### src/rtl/cnn_hw_pkg.sv
// Shared CNN datapath definitions: accumulator width, saturation rails,
// accumulator FSM state type and the signed-overflow test.
package cnn_hw_pkg;

    localparam int ACC_W = 16;
    localparam logic [ACC_W-1:0] ACC_MAX = 16'h7FFF;
    localparam logic [ACC_W-1:0] ACC_MIN = 16'h8000;

    typedef enum logic {
        ACC,
        DONE
    } acc_state_t;

    // Two operands of equal sign producing a result of the other sign.
    function automatic logic add_ovf(input logic a_msb, input logic b_msb, input logic s_msb);
        return (a_msb == b_msb) && (s_msb != a_msb);
    endfunction

endpackage

### src/rtl/csa_16b.sv
// 16-bit carry-select adder: the low byte ripples, and the high byte is
// precomputed for both carry-in values and chosen by the low-byte carry.
module csa_16b (
    input  logic [15:0] A,
    input  logic [15:0] B,
    input  logic        cin,
    output logic [15:0] S,
    output logic        cout
);

    logic [8:0] lo;
    logic [8:0] hi0;
    logic [8:0] hi1;

    assign lo  = {1'b0, A[7:0]} + {1'b0, B[7:0]} + {8'b0, cin};
    assign hi0 = {1'b0, A[15:8]} + {1'b0, B[15:8]};
    assign hi1 = hi0 + 9'd1;

    assign S    = {(lo[8] ? hi1[7:0] : hi0[7:0]), lo[7:0]};
    assign cout = lo[8] ? hi1[8] : hi0[8];

endmodule

### src/rtl/conv_acc_16b.sv
// Windowed signed accumulator around csa_16b with a valid/ready result port.
// Define CONV_ACC_SAT_EN to clamp and freeze the sum at a rail on overflow.
module conv_acc_16b
    import cnn_hw_pkg::*;
#(
    parameter int N_TERMS = 9
) (
    input  logic             clk,
    input  logic             rst,
    input  logic             acc_clr,
    input  logic             in_valid,
    output logic             in_ready,
    input  logic [ACC_W-1:0] in_data,
    output logic             out_valid,
    input  logic             out_ready,
    output logic [ACC_W-1:0] out_data,
    output logic             out_ovf
);

    localparam int CNT_W = $clog2(N_TERMS + 1);

    acc_state_t       state;
    logic [ACC_W-1:0] acc;
    logic [ACC_W-1:0] sum;
    logic [CNT_W-1:0] cnt;
    logic             ovf;
    logic             cout_unused;
    logic             accept;
    logic             last_term;
    logic             ovf_now;

    csa_16b u_csa (
        .A    (acc),
        .B    (in_data),
        .cin  (1'b0),
        .S    (sum),
        .cout (cout_unused)
    );

    // in_ready depends only on registered state plus the clear/reset gates,
    // so out_ready never reaches it combinationally.
    assign in_ready  = (state == ACC) && !acc_clr && !rst;
    assign accept    = in_valid && in_ready;
    assign last_term = (cnt == CNT_W'(N_TERMS - 1));
    assign ovf_now   = add_ovf(acc[ACC_W-1], in_data[ACC_W-1], sum[ACC_W-1]);

    assign out_valid = (state == DONE);
    assign out_data  = acc;
    assign out_ovf   = ovf;

    always_ff @(posedge clk) begin
        if (rst || acc_clr) begin
            state <= ACC;
            acc   <= '0;
            cnt   <= '0;
            ovf   <= 1'b0;
        end else begin
            case (state)
                ACC: begin
                    if (accept) begin
                        ovf <= ovf | ovf_now;
                        cnt <= last_term ? '0 : cnt + CNT_W'(1);
                        if (last_term) begin
                            state <= DONE;
                        end
`ifdef CONV_ACC_SAT_EN
                        // Once railed, the sum stays frozen for the rest of the window.
                        if (!ovf) begin
                            if (ovf_now) begin
                                acc <= acc[ACC_W-1] ? ACC_MIN : ACC_MAX;
                            end else begin
                                acc <= sum;
                            end
                        end
`else
                        acc <= sum;
`endif
                    end
                end
                DONE: begin
                    if (out_ready) begin
                        acc   <= '0;
                        ovf   <= 1'b0;
                        state <= ACC;
                    end
                end
                default: state <= ACC;
            endcase
        end
    end

endmodule

### config.mk
export PLATFORM = sky130hd
export DESIGN_NAME = conv_acc_16b
export DESIGN_NICKNAME = d
export VERILOG_FILES = /design/src/rtl/cnn_hw_pkg.sv /design/src/rtl/csa_16b.sv /design/src/rtl/conv_acc_16b.sv
export SDC_FILE = /design/constraint.sdc
export NUM_CORES = 1
export LEC_CHECK = 0
export ABC_AREA = 1
export CAP_MARGIN = 40
export CORE_ASPECT_RATIO = 0.75
export CORE_MARGIN = 2
export CORE_UTILIZATION = 35
export CTS_CLUSTER_DIAMETER = 150
export DETAILED_ROUTE_END_ITERATION = 8
export SLEW_MARGIN = 20
export SYNTH_ARGS = -nofsm -noshare
export SYNTH_HDL_FRONTEND = slang
export SYNTH_HIERARCHICAL = 1
export SYNTH_SLANG_ARGS = --single-unit
export TNS_END_PERCENT = 50
### constraint.sdc
create_clock -name clk -period 6.07 [get_ports clk]
set_clock_uncertainty 0.15 [all_clocks]
set_input_delay 1.214 -clock clk [delete_from_list [all_inputs] [get_ports clk]]
set_output_delay 1.214 -clock clk [all_outputs]
set_load 0.03 [all_outputs]
Yosys cells after proc, flatten, opt, wreduce, memory -nomap -nowiden
Index checks and enable logic that the tools add are counted.
{"block": "op_classes", "bitwise_logic": 2, "n_reduce_logical": 9, "n_eq_ne": 5, "addsub": 4, "mux": 12}
{"operator": "16-bit two-way mux", "count": 2}
{"operator": "16-bit one-hot mux with 2 select lines", "count": 1}
{"operator": "8-bit by 8-bit adder with 9-bit output", "count": 1}
{"operator": "8-bit by 1-bit adder with 8-bit output (second input constant)", "count": 1}
{"operator": "8-bit adder", "count": 1}
{"operator": "8-bit two-way mux", "count": 1}
{"operator": "1-bit two-way mux", "count": 5}
{"operator": "4-bit by 1-bit adder with 4-bit output (second input constant)", "count": 1}
{"operator": "4-bit == test (second input constant)", "count": 1}
{"operator": "1-bit logical AND", "count": 4}
{"operator": "4-bit two-way mux", "count": 1}
{"operator": "2-bit != test (second input constant)", "count": 2}
{"operator": "1-bit one-hot mux with 2 select lines", "count": 2}
{"operator": "2-bit AND reduction", "count": 2}
{"operator": "1-bit logical NOT", "count": 2}
{"operator": "1-bit == test", "count": 1}
{"operator": "1-bit logical OR", "count": 1}
{"operator": "1-bit != test", "count": 1}
{"operator": "1-bit NOT", "count": 1}
{"operator": "1-bit bitwise OR", "count": 1}
{"block": "totals", "out_inout_bits": 19, "reg_bits": 22, "elab_cells": 36}

Depth between registers and ports, before layout
{"block": "logic_depth", "word_depth": 8, "mapped_depth": 18, "mapped_depth_nobuf": 18}

Hierarchy
Netlist, hierarchy kept.
{"mod": "csa_16b", "seq_area_each_um2": 0.0, "cells_per_inst": 159, "area_per_inst_um2": 1009.7, "instances": 1}
{"mod": "conv_acc_16b", "seq_area_each_um2": 440.4, "cells_per_inst": 126, "area_per_inst_um2": 920.9, "instances": 1}

Least setup slack after synthesis
No wires, ideal clock.
{"block": "synth_path", "path_kind": "input -> output", "from": "in acc_clr", "to": "out in_ready", "path_stages": 4, "required_ns": 4.706, "path_slack_ns": 2.698, "t_arrival_ns": 2.008, "cell_sequence": "nor2_2 > buf_2 > inv_1 > nor2_1"}
{"block": "synth_via", "elab_chain_len": 3}
{"item": "start, declared", "line": "conv_acc_16b.sv:10", "source": "input logic acc_clr,"}
{"item": "1-bit logical NOT", "line": "conv_acc_16b.sv:42", "source": "assign in_ready = (state == ACC) && !acc_clr && !rst;"}
{"item": "1-bit logical AND (2 in series)", "line": "conv_acc_16b.sv:42"}
{"item": "end, declared", "line": "conv_acc_16b.sv:12", "source": "output logic in_ready,"}
Every way passes these cells.

Worst setup path after layout
Ends and elaborated chain as after synthesis.

==> results.yml <==
outcome:
  outcome: "finished clean"
clocking:
  clk_path_buf_depth: 2
  clock-root-buffer: "clkbuf_8"
  post_cts.repair.setup_buffers: 0
  cts.sinks: 22
  htree_levels: 1
  cts.reportedPaths.clkPinSlew_ps: 80
  ctsResizeCount: 0
  clkLatencyLatePin_ps: 260
  cts_hold_buf: 0
  cts_tree: "done"
  cts_made_buffers: 3
synth:
  postSynthAreaPerCell_sq_um: 6.87
  syn_inst: 274
  yosysWarnings: 6
  synthesis.nets: 316
  syn_area_sq_um: 1880
worst_hold_path:
  worstHoldPathType: "reg2reg"
final_layout:
  nets: 356
  multi_input_area_sq_um: 1240
  drive_gt1_frac: 0.0990
  diodes: 0
  n_fill_cell: 562
  area_delta_synth_final_pct: 26.8
  seqCellArea_sq_um: 440
timing:
  maxClockFrequency_ghz: 0.238
  fin_crit_ps: 4210
  rsz0062_at_grt: "false"
  fin_crit_sh: 0.693
  setup_viol: 0
  hold_violations: 0
  setup_tns_ps: 0
  report.final.slew_viol_count: 0
floorplan:
  start_util: 0.358
  die_w_um: 88.7
  core_sq_um: 5270
  die_h_um: 67.5
  dieArea_sq_um: 5990
  io_pins: 40
  num_rows: 23
place:
  dp_hpwl_um: 3080
  gp_congestion: 0.795
  portBuffers: 39
detailed_routing:
  drt_first_iter_violations: 95
  drt-vias-per-instance: 4.40
  wl_per_cell_um: 10.0
  drtAntennaViolNets: 0
  drc_errors: 0
  first_pass_iters: 4
  vias: 1709
  wl_um: 3890
grt:
  grt_pass1_wl_um: 6490
  grt.total_usage: 0.137
  first_global_vias: 1473
  antenna_found_initial: 0
  grt_overflow: 0
  grt_max_degree: 22
worst_setup_path:
  required_ps: 4710
  worstSetupPathType: "in2out"
  crit_path_end_kind: "primary output"
  r2r_slack_ps: 3530
  path_max_fanout: 21
  crit_arrival_ps: 2840
  crit_path_start_kind: "input port"
run:
  cap_violations: 0
power:
  p_leak_uw: 0.00118
  total_power_uw: 405
  powerDensity_nw_per_um2: 169
  irDropWorstVdd_uv: 85.2
-- area by class of cell --
class                   count  area share
well taps                  75      0.0393
inverters                  42      0.0681
repair buffers             40       0.167
clock buffers               4      0.0231
multi-input cells         205       0.518
flip-flops and latches     22       0.184
-- state kept, by name, indices dropped and copies added (netlist names) --
signal / count
out_ovf: 1
out_data: 16
out_valid: 1
cnt: 4
-- layer usage --
metal	GRT usage	wire length [um]	up-vias
met4	0.0227	0	0
li1	-	-	935
met2	0.215	1720	35
met3	0.0318	207	0
met1	0.194	1970	739
met5	0	0	-
-- per-stage QoR --
| stage | utilization | worst slack, ps | instance area (sq um) | hold slack, ps | std cells |
|---|---|---|---|---|---|
| floorplan | - | 2700 | 1880 | 314 | 274 |
| global placement | 0.443 | 1860 | 2330 | 287 | 384 |
| detailed placement | 0.443 | 1860 | 2330 | 286 | 384 |
| CTS | 0.453 | 1860 | 2390 | 299 | 388 |
| global route | 0.453 | 1730 | 2390 | 324 | 388 |
| finish | 0.453 | 1860 | 2390 | 295 | 388 |
-- cell usage in the layout (no fill, tap or decap) --
| cell | instances |
|---|---|
| o21bai_1 | 1 |
| clkdlybuf4s50_1 | 39 |
| o21a_1 | 1 |
| dfxtp_1 | 22 |
| xor2_1 | 8 |
| nor2_4 | 2 |
| a31oi_1 | 1 |
| nand2_2 | 6 |
| nor2_2 | 4 |
| clkbuf_8 | 4 |
| nand3_1 | 30 |
| nand4_1 | 3 |
| nand3_4 | 1 |
| buf_4 | 1 |
| inv_1 | 39 |
| o21ai_0 | 3 |
| nand2_1 | 84 |
| xnor2_1 | 4 |
| nand3b_1 | 1 |
| ha_1 | 18 |
| inv_2 | 2 |
| mux2_2 | 1 |
| fa_1 | 3 |
| nand3_2 | 2 |
| conb_1 | 1 |
| a21o_1 | 1 |
| nand2_4 | 6 |
| clkinv_4 | 1 |
| a21oi_2 | 1 |
| nor2_1 | 14 |
| a21oi_1 | 9 |
-- power by group --
part           switching, uW  internal, uW  total [uW]
combinational           80.3          60.8         141
clock                   48.2          57.8         106
sequential              6.60           151         157
-- critical path, cell delays in order --
cell,delay [ps]
clkdlybuf4s50_1,410
nor2_2,100
buf_4,250
inv_1,100
nor2_1,90
clkdlybuf4s50_1,670
-- path summary, 6_finish.rpt --
check | start | to | cells after the start
worst max-delay path | acc_clr | in_ready | 6
worst min-delay path | out_ovf | out_ovf | 2
worst max register to register | out_data[0] | out_ovf | 16
worst min register to register | out_ovf | out_ovf | 2
Note: power is estimated with default switching activity, not from simulation.
